<file path="config.mk">
export PLATFORM = sky130hd
export DESIGN_NAME = pre_decoder_2_4
export DESIGN_NICKNAME = d
export VERILOG_FILES = /design/src/rtl/pre_decoder_2_4.sv
export SDC_FILE = /design/constraint.sdc
export NUM_CORES = 1
export LEC_CHECK = 0
export BUFFER_PORTS_ARGS = -buffer_cell sky130_fd_sc_hd__buf_4
export CORE_AREA = 2 2 39 41
export DETAILED_ROUTE_END_ITERATION = 6
export DIE_AREA = 0 0 41 43
export PLACE_DENSITY = 0.56
export SYNTH_ARGS = -nofsm -noshare
export SYNTH_HDL_FRONTEND = slang
export SYNTH_SLANG_ARGS = --single-unit
</file>
<file path="constraint.sdc">
create_clock -name clk -period 0.87 [get_ports clk]
set_clock_uncertainty 0.1 [all_clocks]
set_input_delay 0.1305 -clock clk [delete_from_list [all_inputs] [get_ports clk]]
set_output_delay 0.1305 -clock clk [all_outputs]
set_load 0.01 [all_outputs]
</file>
<file path="src/rtl/pre_decoder_2_4.sv">
`default_nettype none
// ============================================================================
//  Module      : pre_decoder_2_4
//  Description : 2-to-4 one-hot pre-decoder with registered copy, change pulse
//                and optional decode coverage (macro PREDECODER_COVERAGE_EN).
//  Revision    : 1.0  initial release
// ============================================================================
module pre_decoder_2_4 #(
    parameter int ACTIVE_LOW = 0,
    parameter int CNT_W      = 8
) (
    input  logic             clk,
    input  logic             rst,
    input  logic [1:0]       in,
    output logic [3:0]       out,
    output logic [3:0]       out_q,
    output logic             chg,
    output logic [3:0]       cov_mask,
    output logic             all_seen,
    output logic [CNT_W-1:0] hit_cnt
);

    localparam logic [3:0] c_INV_MASK = (ACTIVE_LOW != 0) ? 4'hF : 4'h0;

    logic [3:0] w_onehot;
    logic [3:0] w_out;
    logic       w_change;

    logic [3:0] r_out_q;
    logic       r_chg;
    logic [1:0] r_prev;
    logic       r_first;

    assign w_onehot = 4'b0001 << in;
    assign w_out    = w_onehot ^ c_INV_MASK;
    assign out      = w_out;

    // The cycle right after reset release compares against a code captured
    // while in reset, so it is never treated as a change.
    assign w_change = (in != r_prev) && !r_first;

    always_ff @(posedge clk) begin
        if (rst) begin
            r_out_q <= c_INV_MASK;
            r_chg   <= 1'b0;
            r_prev  <= in;
            r_first <= 1'b1;
        end else begin
            r_out_q <= w_out;
            r_chg   <= w_change;
            r_prev  <= in;
            r_first <= 1'b0;
        end
    end

    assign out_q = r_out_q;
    assign chg   = r_chg;

`ifdef PREDECODER_COVERAGE_EN
    localparam logic [CNT_W-1:0] c_HIT_MAX = '1;

    logic [3:0]       r_cov;
    logic [CNT_W-1:0] r_hit;

    // Coverage tracks the un-inverted decode regardless of output polarity.
    always_ff @(posedge clk) begin
        if (rst) begin
            r_cov <= 4'h0;
            r_hit <= '0;
        end else begin
            r_cov <= r_cov | w_onehot;
            if (w_change && (r_hit != c_HIT_MAX)) begin
                r_hit <= r_hit + CNT_W'(1);
            end
        end
    end

    assign cov_mask = r_cov;
    assign all_seen = (r_cov == 4'hF);
    assign hit_cnt  = r_hit;
`else
    assign cov_mask = 4'h0;
    assign all_seen = 1'b0;
    assign hit_cnt  = '0;
`endif

endmodule
`default_nettype wire

</file>
==> results of run 1 <==
-- path summary, 6_finish.rpt --
check	depth (start not counted)	startpoint	end	slack (ps)
worst max-delay path	1	out_q[1]$_SDFF_PP0_	out_q[1]	-30
worst min-delay path	1	rst	r_first$_DFF_P_	-70
worst max register to register	2	r_prev[0]$_DFF_P_	chg$_SDFF_PP0_	60
worst min register to register	1	r_first$_DFF_P_	chg$_SDFF_PP0_	300
-- per-layer routing --
layer  vias up  wire, um
met3         0        61
met2        15       240
met1        97       175
met5         -         0
li1        111         -
met4         0         0
-- worst register-to-register path, stage by stage (launching register included) --
cell	delay, ps
dfxtp_1	300
xnor2_1	130
a211oi_2	200
-- metrics by stage --
step,worst slack (ps),std cells,total power (W),cell area [sq um],hold WS [ps]
after global placement,43.3,60,0.000512,403,187
after global routing,-57.1,65,0.000839,470,-80.5
after CTS,-41.4,65,0.000808,465,-75.3
after floorplan,96.3,47,0.000516,409,58.2
final,-28.8,65,0.000799,470,-67.0
after detailed placement,42.7,60,0.000513,403,186
-- power by group through the flow --
stage / registers, W / logic (W) / clock network, W
after floorplan: 0.000403 / 0.000113 / 0
after global placement: 0.000397 / 0.000115 / 0
after detailed placement: 0.000398 / 0.000115 / 0
after CTS: 0.000392 / 0.000128 / 0.000288
after global routing: 0.000395 / 0.000139 / 0.000305
final: 0.000394 / 0.000128 / 0.000278
-- registers in the layout, summed over array words and instances (netlist names) --
signal   cells
out_q        4
chg          1
r_prev       2
r_first      1
-- repair_timing --
item | CTS | global route
resized for setup | 6 | 4
endpoints found under the setup margin | 5 | 5
hold endpoints to repair | 7 | 5
-- cells by family (layout without fill, tap and decap cells) --
family / after synthesis / count (layout) / share of synthesized area [%]
other: 1 / 13 / 1.03
flip-flops: 8 / 8 / 44.0
AND/OR/NAND/NOR: 8 / 8 / 14.8
XOR/XNOR: 2 / 2 / 4.81
buffers and inverters: 15 / 17 / 32.0
AO/OA/AOI/OAI: 1 / 1 / 3.44
-- layout by cell type (no fill, tap or decap), types with 2 or more instances in the layout --
cell type,instances
xnor2_1,2
nor2b_1,2
dfxtp_1,3
clkbuf_4,3
dlygate4sd3_1,2
buf_6,5
buf_4,7
nor3b_1,2
conb_1,13
dfxtp_2,5
-- cell type report --
| type | count | area [sq um] |
|---|---|---|
| timing repair buffer | 14 | 129 |
| multi-input combinational | 24 | 133 |
| tap | 16 | 20.0 |
| clock buffer | 3 | 22.5 |
| fill | 149 | 913 |
| sequential | 8 | 166 |
-- synth_stat cells (all sizes together) --
| library cell | count | area, sq um |
|---|---|---|
| nor2b | 2 | 12.5 |
| and2 | 1 | 7.51 |
| conb | 1 | 3.75 |
| and3b | 1 | 10.0 |
| a211oi | 1 | 12.5 |
| dfxtp | 8 | 160 |
| xnor2 | 2 | 17.5 |
| nor3 | 1 | 5.00 |
| buf | 15 | 116 |
| nor3b | 2 | 15.0 |
| nor2 | 1 | 3.75 |
==> metrics.csv, run 1 <==
metric,value,unit
cts_sinks,8,
cpPeakStageDelay,310,ps
ir_worst_vdd,0.361,mV
hold_viol,5,
antenna_found_initial,0,
crit_type,flip-flop to output port,
ys_seq_area_share,44.0,%
power.switching,0.000193,W
whs,-67.0,ps
drtIter0Drc,2,
violations,"hold timing, setup timing",
clk_pin_slew_worst_paths,50,ps
grt_util_met2,7.81,%
synthCells,35,
vias_per_cell,3.43,
drtAntennaViolNets,0,
io_buffers,12,
hp-class,input port to flip-flop,
swShare,24.2,%
fmax,1.11,GHz
slew_violations,0,
yosysUniqueCellTypes,12,
ys_warn_count,0,
status,"finished, violations left",
hold_buffers,2,
io_pins,26,
seqPwrFrac,49.3,%
die_w,41,um
htreeDepth,1,
use_met3,1.57,%
postCtsSetupBuffers,0,
first_global_vias,151,
area_growth,29.2,%
cts.path.max_buffers,2,
startpoint_type,flip-flop,
vias,223,
critPathBufInv,1,
drtPass1Iterations,2,
period_share,103,%
drc,0,
utilization,34.0,%
critPathTopFamily,flip-flops,
pwr-share-comb,16.0,%
max_cap_viol_count,0,
grt.total_usage,5.73,%
grt_max_degree,11,
p_clk_share,34.7,%
setup_viol,5,
core.rowCount,14,
cpMaxStageDelayCell,dfxtp_2,
avgSynthCellArea,10.4,sq um
cts_buffers,3,
grt_busiest_layer,met4,
insertion_delay,250,ps
fp.dieH,43,um
place_congestion,0.536,
initial_core_util,26.3,%
p_leak,0.224,nW
cp-end-kind,output port,
setup_tns,-138,ps
die_area,1760,sq um
grt.met1_usage,4.52,%
p_int,0.000606,W
cp_max_fo,1,
arrival,670,ps
worst_slack,-28.8,ps
period_minus_slack,899,ps
n_antenna_cell,0,
wl,477,um
cts_tree,built,
crit_chain,buf_6,
hpwlAfterDp,342,um
synthesis.area,364,sq um
cts_root_buf,clkbuf_4,
overflow,0,
required,640,ps
ys_ff_latch,8,
drive_above_1_share,46.9,%
core_area,1380,sq um
wire_per_inst,7.34,um
rsz0062_at_grt,true,
fin_nets,55,
p_per_area,1700,nW/um^2
grt_pass1_wl,586,um
(Power assumes the default switching activity.)
==> run 2, diff against run 1 <==
- CORE_AREA: 2 2 39 41 -> 10 10 47 49
- DIE_AREA: 0 0 41 43 -> 0 0 57 59
- PLACE_DENSITY: 0.56 -> not set
- PLACE_DENSITY_LB_ADDON: not set -> 0.08
==> metrics.csv, run 2 (synthesis gave the netlist of run 1 again) <==
metric,value,unit
hold_buffers,2,
largest_reg_flops,4,
p_per_area,1690,nW/um^2
postCtsSetupBuffers,0,
grt.total_usage,4.94,%
cpMaxStageDelayCell,dfxtp_2,
rrSetupSlack,60,ps
hold_depth,1,
total_power,0.000796,W
core.rowCount,14,
first_global_vias,229,
crit_chain,buf_6,
hpwlAfterDp,624,um
die_area,3360,sq um
vias,220,
die_w,57,um
cts_root_buf,clkbuf_4,
insertion_delay,240,ps
fillers,161,
critPathTopFamily,flip-flops,
setup_viol,5,
utilization,33.6,%
cp_max_fo,1,
whs,-61.0,ps
clk_pin_slew_worst_paths,50,ps
fp.dieH,59,um
drive_above_1_share,46.9,%
drtIter0Drc,1,
hp-class,input port to flip-flop,
cts_sinks,8,
wire_per_inst,11.6,um
multi_input_area,133,sq um
wl,751,um
antenna_found_initial,0,
pre_cts_ws,35.7,ps
fin_nets,55,
vias_per_cell,3.38,
min-delay-start,rst,
seqCellArea,166,sq um
core_area,1400,sq um
crit_type,flip-flop to output port,
area_growth,29.2,%
reg2regPathDepth,2,
finalNonFillerCells,65,
cp.depth,1,
cpPeakStageDelay,310,ps
cp-end-kind,output port,
ir_worst_vdd,0.436,mV
status,"finished, violations left",
htreeDepth,1,
grt_pass1_wl,1220,um
required,640,ps
drc,0,
critPathBufInv,1,
cts.path.max_buffers,2,
rsz0062_at_grt,true,
period_minus_slack,899,ps
fmax,1.11,GHz
cts_tree,built,
hold_viol,5,
reg2reg_to,chg$_SDFF_PP0_,
p_leak,0.224,nW
io_buffers,12,
io_pins,26,
worst_slack,-29.0,ps
startpoint_type,flip-flop,
drtAntennaViolNets,0,
grt_max_degree,11,
cts_buffers,3,
violations,"hold timing, setup timing",
max_cap_viol_count,0,
initial_core_util,26.0,%
drtPass1Iterations,2,
timing.rr.start,r_prev[0]$_DFF_P_,
mostFrequentLayoutCell,conb_1,
dp.cells,60,
layout_common_cells,"13 x conb_1, 7 x buf_4, 5 x dfxtp_2, 5 x buf_6",
period_share,103,%
place_congestion,0.645,
crit_path_end,out_q[1],
slew_violations,0,
n_antenna_cell,0,
arrival,670,ps
cp-startpoint,out_q[1]$_SDFF_PP0_,
overflow,0,
run 2: cell counts in the layout (fill, tap and decap cells not counted):
Identical to the previous run, type by type.
run 2: final cells by class:
cell class | instances | share of cell area (%)
tap | 16 | 4.26
sequential | 8 | 35.4
clock buffer | 3 | 4.79
multi-input combinational | 24 | 28.2
timing repair buffer | 14 | 27.4
run 2: power by group:
group          switching [W]  internal, W  total [W]
registers         0.00000723     0.000387   0.000394
clock network       0.000113     0.000157   0.000270
logic              0.0000705    0.0000620   0.000133
run 2: worst min-delay path by stage:
| stage | to | slack (ps) |
|---|---|---|
| after floorplan | r_first$_DFF_P_ | 60 |
| after global placement | r_first$_DFF_P_ | 190 |
| after detailed placement | r_first$_DFF_P_ | 190 |
| after CTS | r_first$_DFF_P_ | -70 |
| after global routing | r_first$_DFF_P_ | -70 |
| final | r_first$_DFF_P_ | -60 |
run 2: routing by layer:
| layer | up-vias | global-route usage (%) | wire length (um) |
|---|---|---|---|
| met5 | - | 0 | 0 |
| met4 | 0 | 5.03 | 0 |
| met3 | 0 | 2.15 | 37 |
| met2 | 6 | 9.30 | 489 |
| met1 | 104 | 3.46 | 224 |
| li1 | 110 | - | - |
run 2: repair_timing:
action                                  4_1_cts  5_1_grt
resized for setup                             7        3
pin swaps                                     0        0
endpoints found under the setup margin        5        5
endpoints found under the hold margin         7        5
run 2: stage by stage:
step | hold WS (ps) | setup TNS, ps | area [sq um]
floorplan | 58.2 | 0 | 409
global placement | 188 | 0 | 403
detailed placement | 189 | 0 | 403
CTS | -69.7 | -182 | 467
global route | -70.7 | -252 | 470
finish | -61.0 | -127 | 470
